### src/rtl/pipelined_add_sub.sv
// Pipelined WIDTH-bit adder/subtractor: the carry ripples through STAGES registered
// CW-bit chunks, with NZCV flags and valid/ready handshakes at both ends.
module pipelined_add_sub #(
    parameter int WIDTH  = 64,
    parameter int STAGES = 4
) (
    input  logic             clk,
    input  logic             reset,
    input  logic             in_valid,
    output logic             in_ready,
    input  logic [WIDTH-1:0] a_in,
    input  logic [WIDTH-1:0] b_in,
    input  logic             sub_in,
    output logic             out_valid,
    input  logic             out_ready,
    output logic [WIDTH-1:0] sum_out,
    output logic [3:0]       flags_out
);

    localparam int CW = WIDTH / STAGES;

    // Operands are shifted right one chunk per stage so the live chunk always sits
    // at bits [CW-1:0]; partial sums are shifted in from the top, so after the last
    // stage the result is fully aligned.
    logic             vld_p [STAGES];
    logic [WIDTH-1:0] a_p   [STAGES];
    logic [WIDTH-1:0] b_p   [STAGES];
    logic [WIDTH-1:0] s_p   [STAGES];
    logic             c_p   [STAGES];

    logic             vld_nx [STAGES];
    logic [WIDTH-1:0] a_nx   [STAGES];
    logic [WIDTH-1:0] b_nx   [STAGES];
    logic [WIDTH-1:0] s_nx   [STAGES];
    logic             c_nx   [STAGES];
    logic [3:0]       flags_nx;
    logic             adv;

    function automatic logic [CW:0] add_chunk(input logic [CW-1:0] a,
                                              input logic [CW-1:0] b,
                                              input logic          cin);
        return {1'b0, a} + {1'b0, b} + {{CW{1'b0}}, cin};
    endfunction

    function automatic logic [3:0] nzcv(input logic [WIDTH-1:0] s,
                                        input logic             c,
                                        input logic             a_msb,
                                        input logic             b_msb);
        return {s[WIDTH-1], (s == '0), c, (a_msb == b_msb) && (s[WIDTH-1] != a_msb)};
    endfunction

    assign adv       = ~out_valid | out_ready;
    assign in_ready  = adv;
    assign out_valid = vld_p[STAGES-1];
    assign sum_out   = s_p[STAGES-1];

    always_comb begin
        logic [WIDTH-1:0] b0;
        logic [CW:0]      t;
        logic             a_msb;
        logic             b_msb;

        // Stage 0 boundary: operand conditioning and lowest chunk
        b0        = sub_in ? ~b_in : b_in;
        t         = add_chunk(a_in[CW-1:0], b0[CW-1:0], sub_in);
        vld_nx[0] = in_valid;
        a_nx[0]   = a_in >> CW;
        b_nx[0]   = b0 >> CW;
        s_nx[0]   = '0;
        s_nx[0][WIDTH-1 -: CW] = t[CW-1:0];
        c_nx[0]   = t[CW];
        a_msb     = a_in[CW-1];
        b_msb     = b0[CW-1];

        // Stage k boundary: next chunk with carry from the previous stage
        for (int k = 1; k < STAGES; k++) begin
            t         = add_chunk(a_p[k-1][CW-1:0], b_p[k-1][CW-1:0], c_p[k-1]);
            vld_nx[k] = vld_p[k-1];
            a_nx[k]   = a_p[k-1] >> CW;
            b_nx[k]   = b_p[k-1] >> CW;
            s_nx[k]   = s_p[k-1] >> CW;
            s_nx[k][WIDTH-1 -: CW] = t[CW-1:0];
            c_nx[k]   = t[CW];
            a_msb     = a_p[k-1][CW-1];
            b_msb     = b_p[k-1][CW-1];
        end

        flags_nx = nzcv(s_nx[STAGES-1], c_nx[STAGES-1], a_msb, b_msb);
    end

    always_ff @(posedge clk or posedge reset) begin
        if (reset) begin
            for (int k = 0; k < STAGES; k++) begin
                vld_p[k] <= 1'b0;
                a_p[k]   <= '0;
                b_p[k]   <= '0;
                s_p[k]   <= '0;
                c_p[k]   <= 1'b0;
            end
            flags_out <= '0;
        end else if (adv) begin
            for (int k = 0; k < STAGES; k++) begin
                vld_p[k] <= vld_nx[k];
                a_p[k]   <= a_nx[k];
                b_p[k]   <= b_nx[k];
                s_p[k]   <= s_nx[k];
                c_p[k]   <= c_nx[k];
            end
            flags_out <= flags_nx;
        end
    end

endmodule

### config.mk
export PLATFORM = sky130hd
export DESIGN_NAME = pipelined_add_sub
export DESIGN_NICKNAME = d
export VERILOG_FILES = /design/src/rtl/pipelined_add_sub.sv
export SDC_FILE = /design/constraint.sdc
export NUM_CORES = 1
export LEC_CHECK = 0
export CAP_MARGIN = 10
export CORE_UTILIZATION = 45
export CTS_CLUSTER_SIZE = 10
export DETAILED_ROUTE_END_ITERATION = 10
export GPL_TIMING_DRIVEN = 0
export MAX_ROUTING_LAYER = met4
export PLACE_DENSITY = 0.64
export SLEW_MARGIN = 5
export SYNTH_ARGS = -nofsm -noshare
export SYNTH_HDL_FRONTEND = slang
export SYNTH_SLANG_ARGS = --single-unit
### constraint.sdc
create_clock -name clk -period 15.4 [get_ports clk]
set_input_delay 2.31 -clock clk [delete_from_list [all_inputs] [get_ports clk]]
set_output_delay 2.31 -clock clk [all_outputs]
set_load 0.05 [all_outputs]
---- After elaboration in Yosys (flattened, before gate mapping) ----
Index checks and enable logic that the tools add are counted.
cells by class
  add/sub/neg operators ................... 8
  mux-type cells .......................... 1
  equality and inequality tests ........... 2
  reduce and logical (&&, ||, !) cells .... 2
  bitwise gates (word level) .............. 3
operator list
  cell                                       count
  16-bit by 16-bit adder with 17-bit output  4
  17-bit by 1-bit adder with 17-bit output   4
  64-bit logical NOT                         1
  64-bit 2-to-1 mux                          1
  64-bit NOT                                 1
  1-bit equality test                        1
  1-bit logical AND                          1
  1-bit inequality test                      1
  1-bit NOT                                  1
  1-bit bitwise OR                           1
word-level totals
  flip-flop bits (word level) ............. 363
  output and inout bits ................... 70
  word-level logic and storage cells ...... 34
  bits of input ports ..................... 133

---- Longest topological paths before layout ----
  word-level depth ........................ 4
  gate-level depth with buffers ........... 11
  depth with buffers taken out ............ 11

---- Worst setup path after synthesis ----
Ideal clock, no wire load.
  path type ............................... input to output
  start point ............................. input out_ready
  end point ............................... output in_ready
  path buffers ............................ 4
  cell stages on the path ................. 6
  setup slack ............................. 9.250 ns
  arrival time ............................ 3.840 ns
  data required time ...................... 13.090 ns
  cell sequence ........................... nor2b_1 clkbuf_1 inv_1 clkbuf_1 clkbuf_1 clkbuf_1
between the ends
  longest elaborated chain between the ends .. 1
ends and longest elaborated chain
  what              RTL line  source
  start, declared   15        input logic out_ready,
  1-bit bitwise OR  52        assign adv = ~out_valid | out_ready;
  end, declared     10        output logic in_ready,
Every way passes these cells.

---- Final worst setup path ----
Ends and elaborated chain as after synthesis.

==> run_results.csv <==
group,metric,value,unit
status,status,"finished clean",
detailed_routing,drt-vias-per-instance,5.14,
worst_hold_path,hold_class,"register to register",
placed_design,numPortBuffers,201,
cts,ctsResizeCount,0,
cts,cts_setup_buffers,0,
global_routing,grt_use_total,24.2,%
final_layout,n_antenna_cell,0,
floorplanning,core,0.0368,sq mm
sta,rsz0062_at_grt,"false",
worst_setup_path,worstSetupStartpointType,"input pin",
floorplanning,die_h,196,um
sta,max_slew_margin,27.4,%
power,p_per_area,223,mW/mm^2
floorplanning,die-area,0.0383,sq mm
cts,cts_tree,"yes",
worst_setup_path,crit_path_frequent_cell,"clkbuf_1",
worst_setup_path,worstSetupPathType,"input pin to output port",
worst_hold_path,holdPathEnd,"sum_out[6]$_DFFE_PP0P_",
synthesis,ys_types,62,
detailed_routing,dr.pass1.iters,6,
global_routing,antenna_found_initial,0,
floorplanning,ios,203,
synthesis,syn_area_per_cell,8.91,sq um
worst_setup_path,path_depth,8,
sta,fin_crit_sh,55.7,%
worst_setup_path,reg2reg_from,"out_valid$_DFFE_PP0P_",
worst_setup_path,worstPathMaxFanout,10,
synthesis,synth_edf_count,0,
worst_setup_path,worstPathArrival,6270,ps
placed_design,place_hpwl,32.8,mm
synthesis,ys.flop_type,"dfrtp_1",
synthesis,ys_async_sr_fraction,100,%
global_routing,grt_max_degree,122,
synthesis,synth_nets,2094,
cts,h-tree-depth,2,
worst_setup_path,ff2ff_setup_slack,11890,ps
worst_setup_path,r2r.worst_path.cells,8,
worst_setup_path,required,13090,ps
floorplanning,die_w,196,um
cts,cts_sinks,362,
power,ir_worst_vdd,0.000153,V
sta,tightest_slew,1090,ps
detailed_routing,via_count,13500,
worst_setup_path,critPathMaxStageDelay,940,ps
synthesis,syn_area,0.0169,sq mm
detailed_routing,drc,0,
worst_setup_path,end_kind,"output port",
worst_setup_path,critPathSlowestCell,"clkdlybuf4s50_1",
worst_setup_path,critical_path.cell_chain,"clkdlybuf4s50_1 > nor2b_1 > clkbuf_1 > inv_1 > clkbuf_1 > clkbuf_1 > clkbuf_1 > clkdlybuf4s50_1",
worst_hold_path,hp-start,"sum_out[6]$_DFFE_PP0P_",
worst_setup_path,path_delay_family,"buffers and inverters",
power,total_power,4.63,mW
sta,hold_violations,0,
final_layout,post-route-util,56.3,%
cts,holdBufCountCts,0,
power,p_leak,9.88,nW
final_layout,drive_above_1_share,3.39,%
detailed_routing,ant_nets,0,
synthesis,ys_seq_area_share,53.7,%
sta,max_freq,117,MHz
floorplanning,start_util,45.9,%
detailed_routing,wl,44.1,mm
synthesis,ys_ff_latch,362,
sta,skew,31.9,ps
sta,finalMaxSlewViolations,0,
placed_design,gp_congestion,0.905,
detailed_routing,drt-initial-drc-count,827,
cts,ctsRootBufferMaster,"clkbuf_16",
final_layout,nNetsFinal,2343,
cts,cts-buffers-inserted,43,
sta,post-route-min-period,8580,ps
sta,setup_viol,0,
global_routing,grt_pass1_vias,13300,
detailed_routing,post_drt_wl_per_cell,16.8,um
global_routing,gr-total-overflow,0,
sta,tns,0,ps
cts,clk_pin_slew_worst_paths,50,ps
synthesis,ys.warnings.count,0,
cts,clk_latency,540,ps
worst_setup_path,rr_endpoint,"sum_out[55]$_DFFE_PP0P_",
worst_setup_path,cp.buffers_inverters,7,
worst_hold_path,worstHoldPathCells,2,
cts,cts_buffer_depth,3,
synthesis,syn-instance-count,1894,
floorplanning,rows,70,
global_routing,grt_pass1_wl,70.3,mm
final_layout,area_delta_synth_final,22.8,%
job,max_cap_violations,0,
## power by group
part / switching (mW) / total, mW / internal [mW]
Clock: 0.372 / 0.883 / 0.511
Sequential: 0.295 / 1.67 / 1.38
Combinational: 1.30 / 2.07 / 0.767
Total: 1.97 / 4.63 / 2.66
## cells in the final DEF, fill, tap and decap left out, types with 8 or more instances in the layout
| master | count |
|---|---|
| nand2_1 | 844 |
| dfrtp_1 | 362 |
| clkdlybuf4s50_1 | 201 |
| o21ai_0 | 92 |
| clkbuf_1 | 79 |
| xnor2_1 | 70 |
| ha_1 | 60 |
| a21oi_1 | 52 |
| nor2_1 | 50 |
| clkbuf_16 | 44 |
| xor2_1 | 36 |
| inv_1 | 26 |
| nand3_1 | 20 |
| buf_1 | 16 |
| nor3_1 | 16 |
| nor4_1 | 16 |
| and3_1 | 14 |
| o31ai_1 | 10 |
| a211oi_1 | 9 |
| a21o_1 | 8 |
## area by class of cell
cell class | count | area, sq um
Timing Repair Buffer | 204 | 2090
Buffer | 93 | 378
Sequential cell | 362 | 9060
Multi-Input combinational cell | 1412 | 7340
Clock inverter | 4 | 38.8
Inverter | 27 | 109
Tap cell | 468 | 586
Fill cell | 3377 | 16100
Clock buffer | 51 | 1130
## registers in the layout, summed over array words and instances (netlist names)
name / cells
c_p: 3
b_p: 48
out_valid: 1
flags_out: 3
a_nx: 48
a_p: 48
b_nx: 48
s_nx: 96
sum_out: 64
vld_nx: 3
## cell usage after synthesis, drive strengths merged (3+ instances only)
cell	n	area share (%)
nand2	844	19
dfrtp	362	54
o21ai	94	2.8
clkbuf	72	1.6
xnor2	70	3.6
ha	60	4.4
a21oi	54	1.6
nor2	50	1.1
xor2	36	1.9
inv	27	0.60
buf	20	0.53
nand3	20	0.59
nor3	17	0.53
nor4	16	0.59
and3	15	0.56
o31ai	10	0.44
a211oi	9	0.40
or3	9	0.35
a21o	8	0.36
a31oi	7	0.26
fa	7	0.83
o2111ai	7	0.36
o21bai	7	0.31
nand2b	6	0.22
o211ai	6	0.27
o21a	5	0.22
mux2	4	0.27
nand4	4	0.15
nor3b	4	0.18
nor4b	4	0.21
a2111oi	3	0.27
a211o	3	0.16
a311oi	3	0.16
nand3b	3	0.13
nor2b	3	0.11
## cell families (layout without fill, tap and decap cells)
family                   after synthesis  count (layout)  synth area share, %
AO/OA/AOI/OAI                        234             234                 8.65
XOR/XNOR                             106             106                 5.50
adder cells (fa/ha/maj)               67              67                 5.28
buffers and inverters                120             379                 2.84
flip-flops                           362             362                 53.7
multiplexers                           4               4                0.267
AND/OR/NAND/NOR                     1001            1001                 23.8
## worst reg2reg max path, cell delays in order, from the launching register on
cell and delay, ps:
dfrtp_1 370, nor2b_1 290, clkbuf_1 340, inv_1 200, clkbuf_1 550, clkbuf_1 760, clkbuf_1 620, nand2_1 200
nand2_1 110
## worst max path at each step
stage	from	end	slack (ps)
3_5_place_dp	out_ready	in_ready	6800
3_3_place_gp	reset	a_nx[139]$_DFFE_PP0P_	-1150
4_1_cts	out_ready	in_ready	6780
6_report	out_ready	in_ready	6820
2_1_floorplan	reset	a_nx[128]$_DFFE_PP0P_	3040
5_1_grt	out_ready	in_ready	6650
## through the flow
stage | hold slack (ps) | worst slack [ps] | cell area (sq um) | std cells
global route | 482 | 6650 | 20700 | 2621
floorplan | 430 | 3040 | 16900 | 1894
detailed placement | 452 | 6800 | 19600 | 2566
finish | 461 | 6820 | 20700 | 2621
global placement | 445 | -1150 | 19500 | 2563
CTS | 464 | 6780 | 20700 | 2621
## layer usage
layer | vias to the layer above | global-route usage (%) | wire [um]
li1 | 6654 | - | -
met1 | 6471 | 32.1 | 20100
met2 | 294 | 39.4 | 21000
met3 | 54 | 3.63 | 2170
met4 | 0 | 5.54 | 727
met5 | - | - | 0
(Power assumes the default switching activity.)
